`src/rtl/branch_resolution_unit.sv`:
```
// Pipelined conditional-branch resolver: computes taken/next-PC/error flags for
// RV branches, buffers results in a 2-entry FIFO and keeps saturating perf counters.
module branch_resolution_unit #(
  parameter int XLEN          = 32,
  parameter int IALIGN        = 32,
  parameter int COUNTER_WIDTH = 32
) (
  input  logic                     clk,
  input  logic                     reset,
  input  logic                     in_valid,
  output logic                     in_ready,
  input  logic [XLEN-1:0]          in_pc,
  input  logic [2:0]               in_subfunction_3,
  input  logic [XLEN-1:0]          in_immediate,
  input  logic [XLEN-1:0]          in_rs1_value,
  input  logic [XLEN-1:0]          in_rs2_value,
  input  logic                     in_predicted_taken,
  output logic                     out_valid,
  input  logic                     out_ready,
  output logic                     out_taken,
  output logic [XLEN-1:0]          out_next_pc,
  output logic                     out_mispredict,
  output logic                     out_error_illegal,
  output logic                     out_error_misaligned,
  input  logic                     counter_clear,
  output logic [COUNTER_WIDTH-1:0] branch_count,
  output logic [COUNTER_WIDTH-1:0] mispredict_count
);

  // Handshake: a transfer happens on a rising edge where valid && ready are both
  // high; ready never depends on valid in the same cycle, and a producer holding
  // valid keeps its payload until the transfer.

  // ---------------- combinational resolution ----------------
  logic            cond;
  logic            illegal;
  logic            misaligned;
  logic            mispredict;
  logic [XLEN-1:0] target;
  logic [XLEN-1:0] fallthrough;
  logic [XLEN-1:0] next_pc;

  always_comb begin
    cond        = 1'b0;
    illegal     = 1'b0;
    target      = in_pc + in_immediate;
    fallthrough = in_pc + XLEN'(4);
    case (in_subfunction_3)
      3'b000:  cond = (in_rs1_value == in_rs2_value);
      3'b001:  cond = (in_rs1_value != in_rs2_value);
      3'b100:  cond = ($signed(in_rs1_value) <  $signed(in_rs2_value));
      3'b101:  cond = ($signed(in_rs1_value) >= $signed(in_rs2_value));
      3'b110:  cond = (in_rs1_value <  in_rs2_value);
      3'b111:  cond = (in_rs1_value >= in_rs2_value);
      default: illegal = 1'b1;
    endcase
    // Alignment only matters when the target is actually fetched.
    if (IALIGN == 16) misaligned = cond && target[0];
    else              misaligned = cond && (target[1:0] != 2'b00);
    next_pc    = cond ? target : fallthrough;
    mispredict = (cond ^ in_predicted_taken) && !illegal && !misaligned;
  end

  // ---------------- 2-entry result FIFO ----------------
  logic            q_taken   [2];
  logic            q_mispred [2];
  logic            q_illegal [2];
  logic            q_misalign[2];
  logic [XLEN-1:0] q_next_pc [2];
  logic            wr_ptr;
  logic            rd_ptr;
  logic [1:0]      occupancy;
  logic            push;
  logic            pop;

  assign in_ready  = (occupancy != 2'd2);
  assign out_valid = (occupancy != 2'd0);
  assign push      = in_valid && in_ready;
  assign pop       = out_valid && out_ready;

  always_ff @(posedge clk or posedge reset) begin
    if (reset) begin
      for (int i = 0; i < 2; i++) begin
        q_taken[i]    <= 1'b0;
        q_mispred[i]  <= 1'b0;
        q_illegal[i]  <= 1'b0;
        q_misalign[i] <= 1'b0;
        q_next_pc[i]  <= '0;
      end
      wr_ptr    <= 1'b0;
      rd_ptr    <= 1'b0;
      occupancy <= 2'd0;
    end else begin
      if (push) begin
        q_taken[wr_ptr]    <= cond;
        q_mispred[wr_ptr]  <= mispredict;
        q_illegal[wr_ptr]  <= illegal;
        q_misalign[wr_ptr] <= misaligned;
        q_next_pc[wr_ptr]  <= next_pc;
        wr_ptr             <= ~wr_ptr;
      end
      if (pop) rd_ptr <= ~rd_ptr;
      case ({push, pop})
        2'b10:   occupancy <= occupancy + 2'd1;
        2'b01:   occupancy <= occupancy - 2'd1;
        default: occupancy <= occupancy;
      endcase
    end
  end

  assign out_taken            = q_taken[rd_ptr];
  assign out_next_pc          = q_next_pc[rd_ptr];
  assign out_mispredict       = q_mispred[rd_ptr];
  assign out_error_illegal    = q_illegal[rd_ptr];
  assign out_error_misaligned = q_misalign[rd_ptr];

  // ---------------- performance counters (retire on pop) ----------------
  logic count_branch;
  logic count_mispredict;

  assign count_branch     = pop && !q_illegal[rd_ptr];
  assign count_mispredict = pop && q_mispred[rd_ptr];

  always_ff @(posedge clk or posedge reset) begin
    if (reset) begin
      branch_count     <= '0;
      mispredict_count <= '0;
    end else if (counter_clear) begin
      branch_count     <= '0;
      mispredict_count <= '0;
    end else begin
      if (count_branch && (branch_count != '1))
        branch_count <= branch_count + COUNTER_WIDTH'(1);
      if (count_mispredict && (mispredict_count != '1))
        mispredict_count <= mispredict_count + COUNTER_WIDTH'(1);
    end
  end

endmodule
```
`config.mk`:
```
export PLATFORM = sky130hd
export DESIGN_NAME = branch_resolution_unit
export DESIGN_NICKNAME = d
export VERILOG_FILES = /design/src/rtl/branch_resolution_unit.sv
export SDC_FILE = /design/constraint.sdc
export NUM_CORES = 1
export LEC_CHECK = 0
export ABC_AREA = 0
export CORE_AREA = 2 2 152 154
export CTS_CLUSTER_SIZE = 10
export DETAILED_ROUTE_END_ITERATION = 7
export DIE_AREA = 0 0 154 156
export HOLD_SLACK_MARGIN = 0.08
export PLACE_DENSITY = 0.69
export SYNTH_ARGS = -nofsm -noshare
export SYNTH_HDL_FRONTEND = slang
export SYNTH_SLANG_ARGS = --single-unit
```
`constraint.sdc`:
```
create_clock -name clk -period 14.8 [get_ports clk]
set_input_delay 2.96 -clock clk [delete_from_list [all_inputs] [get_ports clk]]
set_output_delay 2.96 -clock clk [all_outputs]
set_load 0.05 [all_outputs]
```
==> impl_metrics.py, run 1 <==
metrics = {
    "clock_tree": {
        "clkTransAtPathRegs_ps": 60,
        "htreeDepth": 4,
        "post_cts_buffers": 0,
        "cts_tree": "yes",
        "clockRootBuffer": "clkbuf_16",
        "numClockSinks": 140,
        "cts_made_buffers": 17,
        "ctsHoldBuffers": 0,
        "insertion_delay_ps": 420,
        "clock_path_buffers": 2,
        "cts.repair.resized": 0,
    },
    "placement": {
        "place_hpwl_mm": 20.4,
        "gp_congestion": 0.882,
        "io_buffers": 238,
    },
    "timing": {
        "period_share_pct": 42.5,
        "finalHoldViolCount": 0,
        "skew_ps": 10.2,
        "worst_pin_slew_ps": 897,
        "setup-tns-final_ps": 0,
        "setup_viol": 0,
        "slew_headroom_pct": 39.7,
        "maxSlewViolCount": 0,
        "fin_crit_ps": 6290,
        "fmax_ghz": 0.159,
        "rsz0062_at_grt": "no",
    },
    "floorplan": {
        "initial_core_util_pct": 44.3,
        "die_h_um": 156,
        "core_um2": 22400,
        "die_w_um": 154,
        "io_pins": 239,
        "num_rows": 55,
        "die_area_um2": 24000,
    },
    "worst_hold_path": {
        "hp-class": "flop to flop",
        "hold_depth": 1,
        "min-delay-start": "q_taken[0]",
        "hold_end": "q_taken[0]",
    },
    "grt": {
        "grt_max_degree": 72,
        "grt_pass1_wl_mm": 42.8,
        "grt-ovfl-total": 0,
        "grt_usage_pct": 22.2,
        "antenna_found_initial": 0,
        "grt_pass1_vias": 8562,
    },
    "detailed_routing": {
        "wl_mm": 26.2,
        "drc": 0,
        "drtAntennaViolNets": 0,
        "viasPerCell": 5.43,
        "dr_total_vias": 8713,
        "wl_per_cell_um": 16.3,
        "drt_iter0_markers": 419,
        "dr.pass1.iters": 5,
    },
    "setup_path": {
        "crit_required_ps": 15100,
        "slowest_stage": "nor2_8",
        "slowest_delay_ps": 570,
        "r2r_cells": 9,
        "path_cells": "clkdlybuf4s50_1 -> inv_1 -> ha_1 -> nand4_4 -> nor4_4 -> nand3_1 -> or3_1 -> a32oi_2 -> o31ai_2 -> nor2_8 -> mux2_2 -> mux2_2",
        "arrival_ps": 6590,
        "cp_common_cell": "mux2_2",
        "crit_start": "in_rs2_value[31]",
        "worstSetupPathType": "input pin to flop",
        "worstSetupStartpointType": "input pin",
        "r2r_setup_slack_ps": 11440,
        "worstReg2RegEnd": "branch_count[31]",
        "cp_top_family": "simple AND/OR/NAND/NOR gates",
        "end_kind": "flop",
        "path_buf_inv": 2,
        "worstReg2RegStart": "rd_ptr",
        "cp_max_fo": 35,
    },
    "logic_synthesis": {
        "post-synth-top-area-cell": "dfrtp_1",
        "syn_area_um2": 9910,
        "ys_warn_count": 0,
        "avgSynthCellArea_um2": 9.17,
        "async_reset_ff_share_pct": 100,
        "syn_inst": 1081,
        "yosys_most_used_dff": "dfrtp_1",
        "synthesis.nets": 1286,
        "synthDistinctLibCells": 64,
        "synth_area_leaders": "dfrtp_1, mux2_2, ha_1",
        "synth_top_area_share_pct": 35.4,
        "ys_ff_latch": 140,
        "yosysSeqAreaShare_pct": 35.4,
        "synth_edf_count": 0,
    },
    "finish": {
        "num-nets-final": 1513,
        "syn_to_final_growth_pct": 32.5,
        "drive_gt1_share_pct": 10.5,
        "fin_util_pct": 58.7,
        "layout_commonest_cell": "clkdlybuf4s50_1",
        "diodes": 0,
        "final_cell_mix": "clkdlybuf4s50_1, dfrtp_1, nor2_1, nand2_1, mux2_2",
    },
    "pwr": {
        "ir_drop_v": 0.000153,
        "p_leak_uw": 0.00549,
        "p_per_area_nw_per_um2": 148,
    },
    "outcome": {
        "status": "finished, final reports clean",
    },
    "flow_run": {
        "cap_violations": 0,
    },
}
final cells by class:
type / instances / area, um2
clock buffers: 19 / 453
fillers: 1930 / 9230
flip-flops and latches: 140 / 3500
multi-input cells: 845 / 6020
well taps: 285 / 357
clock inverters: 13 / 144
repair buffers: 244 / 2420
inverters: 60 / 230
metal layers:
| metal | track usage [%] | vias to the layer above | wire, um |
|---|---|---|---|
| met2 | 36.3 | 216 | 12200 |
| met1 | 30.3 | 4139 | 12500 |
| li1 | - | 4323 | - |
| met5 | 0 | - | 0 |
| met4 | 6.81 | 0 | 485 |
| met3 | 3.58 | 35 | 1100 |
cell usage after synthesis, drive strengths merged (28+ instances only):
library cell and n:
nand3 42, dfrtp 140, nand2 91, a21oi 68, mux2 82, ha 67
inv 60, nor2 94, xor2 39, nand4 28, o21ai 55, xnor2 62
worst reg2reg max path: cells and delay by family (launching register included):
family / cells / cell delay (ps)
mux: 1 / 420
simple gates: 5 / 1540
xor+xnor: 1 / 180
buf+inv: 1 / 470
flops: 1 / 330
compound gates: 1 / 300
power by group:
part	leakage (uW)	switching, uW	internal [uW]	total [uW]
Sequential	0.00181	54.9	490	545
Clock	0.000281	169	258	427
Combinational	0.00339	576	392	968
Total	0.00549	799	1140	1940
how the worst max path moves through the flow:
| stage | endpoint | slack [ps] | cells past startpoint |
|---|---|---|---|
| final | q_next_pc[55] | 8510 | 12 |
| after global routing | q_next_pc[28] | 8220 | 12 |
| after CTS | q_next_pc[28] | 8540 | 12 |
| after detailed placement | q_next_pc[55] | 8100 | 12 |
| after global placement | q_next_pc[55] | 8170 | 12 |
| after floorplan | branch_count[0] | 8090 | 1 |
registers in the layout, summed over array words and instances (netlist names):
signal and cells:
q_illegal 2, mispredict_count 32, rd_ptr 1, occupancy 2
q_taken 2, q_misalign 2, wr_ptr 1, branch_count 32
q_mispred 2, q_next_pc 64
through the flow:
stage | worst slack [ps] | cell area (um2) | hold slack, ps | cells | total power [uW]
after global placement | 8170 | 12500 | 457 | 1574 | 1510
final | 8510 | 13100 | 472 | 1606 | 1940
after global routing | 8220 | 13100 | 490 | 1606 | 2040
after floorplan | 8090 | 9910 | 443 | 1081 | 1210
after detailed placement | 8100 | 12500 | 461 | 1574 | 1520
after CTS | 8540 | 13100 | 474 | 1606 | 1960
cells by family (layout without fill, tap and decap cells):
| kind of cell | after synthesis | after routing | share of synthesized area (%) |
|---|---|---|---|
| adders and majority gates | 68 | 68 | 8.66 |
| xor gates and xnor gates | 101 | 101 | 8.93 |
| AOI/OAI and AO/OA | 207 | 207 | 13.1 |
| buffers and inverters | 96 | 336 | 3.88 |
| muxes | 107 | 107 | 11.9 |
| DFF | 140 | 140 | 35.4 |
| and+or+nand+nor | 362 | 362 | 18.2 |
Power figures use the tool's default switching activity.
==> run 2, diff against run 1 <==
PLACE_DENSITY = 0.72   (was 0.69)
clock period = 5.3 ns   (was 14.8 ns; I/O delays follow)
==> run 2 against run 1 <==
Against the previous run: non-clock buffer count increased by 4; clock skew about the same; first-iteration DRC count increased by 4.3%; final area increased by 0.71%; setup slack got worse by 7500 ps; final cell count increased by 0.25%; via count increased by 1.0%; critical path type unchanged; critical endpoint is now q_next_pc[28]; largest power group unchanged.
==> impl_metrics.py, run 2 (same netlist as run 1, synthesis figures left out) <==
metrics = {
    "floorplan": {
        "num_rows": 55,
        "die_area_um2": 24000,
        "die_h_um": 156,
        "die_w_um": 154,
        "core_um2": 22400,
        "initial_core_util_pct": 44.3,
        "io_pins": 239,
    },
    "detailed_routing": {
        "dr.pass1.iters": 5,
        "dr_total_vias": 8802,
        "drc": 0,
        "wl_mm": 26.7,
        "drt_iter0_markers": 437,
        "wl_per_cell_um": 16.6,
        "drtAntennaViolNets": 0,
        "viasPerCell": 5.47,
    },
    "finish": {
        "multi_input_area_um2": 6020,
        "diodes": 0,
        "nFillCells": 1903,
        "top_regs": "q_next_pc: 64 flops, branch_count: 32 flops, mispredict_count: 32 flops",
        "fin_util_pct": 59.1,
        "layout_commonest_cell": "clkdlybuf4s50_1",
        "drive_gt1_share_pct": 10.7,
        "top_register": "q_next_pc",
        "num-nets-final": 1517,
        "seqCellArea_um2": 3500,
        "syn_to_final_growth_pct": 33.5,
        "final_cell_mix": "clkdlybuf4s50_1, dfrtp_1, nor2_1, nand2_1, mux2_2",
        "largest_reg_flops": 64,
    },
    "setup_path": {
        "worstReg2RegStart": "rd_ptr",
        "end_kind": "flop",
        "slowest_stage": "nor4b_1",
        "worstSetupStartpointType": "input pin",
        "cp_max_fo": 17,
        "worstReg2RegEnd": "branch_count[27]",
        "crit_required_ps": 5580,
        "slowest_delay_ps": 550,
        "worstSetupPathType": "input pin to flop",
        "r2r_setup_slack_ps": 1910,
        "arrival_ps": 4520,
        "r2r_cells": 8,
        "path_cells": "clkdlybuf4s50_1 -> inv_1 -> ha_1 -> nand4_4 -> nor4_4 -> nand3_1 -> or3_1 -> a32oi_2 -> o31ai_2 -> nor2_8 -> nor4b_1 -> o31ai_1",
    },
    "timing": {
        "period_share_pct": 80.1,
        "setup-tns-final_ps": 0,
        "fmax_ghz": 0.235,
        "worst_pin_slew_ps": 1170,
        "rsz0062_at_grt": "no",
        "skew_ps": 10.1,
        "setup_viol": 0,
        "finalHoldViolCount": 0,
        "fin_crit_ps": 4250,
        "fin_hold_ws_ps": 474,
        "maxSlewViolCount": 0,
        "slew_headroom_pct": 21.9,
    },
    "clock_tree": {
        "clockRootBuffer": "clkbuf_16",
        "cts_made_buffers": 17,
        "ctsHoldBuffers": 0,
        "clkTransAtPathRegs_ps": 60,
        "cts_tree": "yes",
        "clock_path_buffers": 2,
        "insertion_delay_ps": 420,
        "cts.repair.resized": 0,
        "htreeDepth": 4,
        "numClockSinks": 140,
        "post_cts_buffers": 0,
    },
    "pwr": {
        "p_total_uw": 5550,
        "ir_drop_v": 0.000361,
        "p_leak_uw": 0.00554,
        "p_per_area_nw_per_um2": 419,
    },
    "grt": {
        "grt_pass1_wl_mm": 43.2,
        "antenna_found_initial": 0,
        "grt_usage_pct": 22.4,
        "grt-ovfl-total": 0,
        "grt_max_degree": 97,
        "grt_pass1_vias": 8658,
    },
    "worst_hold_path": {
        "hold_depth": 2,
        "hold_end": "q_misalign[0]",
        "min-delay-start": "q_misalign[0]",
        "hp-class": "flop to flop",
    },
    "placement": {
        "gp_congestion": 0.912,
        "io_buffers": 238,
        "place_hpwl_mm": 20.8,
    },
    "outcome": {
        "status": "finished, final reports clean",
    },
    "flow_run": {
        "cap_violations": 0,
    },
}
==> run 2: cell count changes in the layout (fill, tap and decap cells not counted) <==
cell / before / now
clkbuf_1: 0 / 1
clkinv_4: 5 / 4
bufinv_16: 2 / 5
buf_12: 0 / 1
clkinvlp_4: 4 / 2
buf_4: 6 / 9
clkbuf_8: 2 / 0
inv_6: 1 / 2
==> run 2: layout make-up <==
cell class,count,area share [%]
multi-input cells,845,45.5
flip-flops and latches,140,26.5
repair buffers,248,18.6
clock buffers,18,3.24
well taps,285,2.70
inverters,60,1.74
clock inverters,14,1.66
==> run 2: how the worst max path moves through the flow <==
stage / start / to / slack (ps) / cells past startpoint
finish: in_rs2_value[31] / q_next_pc[28] / 1050 / 12
global route: in_rs2_value[31] / q_next_pc[60] / 840 / 12
CTS: in_rs2_value[31] / q_next_pc[28] / 1080 / 12
detailed placement: in_rs2_value[31] / q_next_pc[28] / 660 / 12
global placement: in_rs2_value[31] / q_next_pc[28] / 740 / 12
floorplan: reset / branch_count[0] / 490 / 1
==> run 2: power breakdown <==
part,switching (uW),internal (uW),total (uW),leakage [uW]
logic,1590,1100,2690,0.00342
clock network,475,838,1310,0.000310
registers,178,1370,1550,0.00181
==> run 2: critical path: cells and delay by family <==
kind,cells,cell delay (ps)
simple gates,6,1930
buf+inv,2,490
fa+ha+maj,1,400
compound gates,3,630
==> run 2: metal layers <==
metal	GRT usage, %	routed length, um	share of wire (%)
met2	38.2	12900	48
met5	0	0	0
met1	29.5	12000	45
met3	3.47	1210	4.5
met4	6.94	542	2.0
==> run 2: metrics by stage <==
stage	cells	setup WS (ps)	cell area (um2)
6_report	1610	1050	13200
5_1_grt	1610	842	13200
4_1_cts	1610	1080	13200
3_5_place_dp	1578	657	12600
3_3_place_gp	1578	736	12600
2_1_floorplan	1081	487	9910
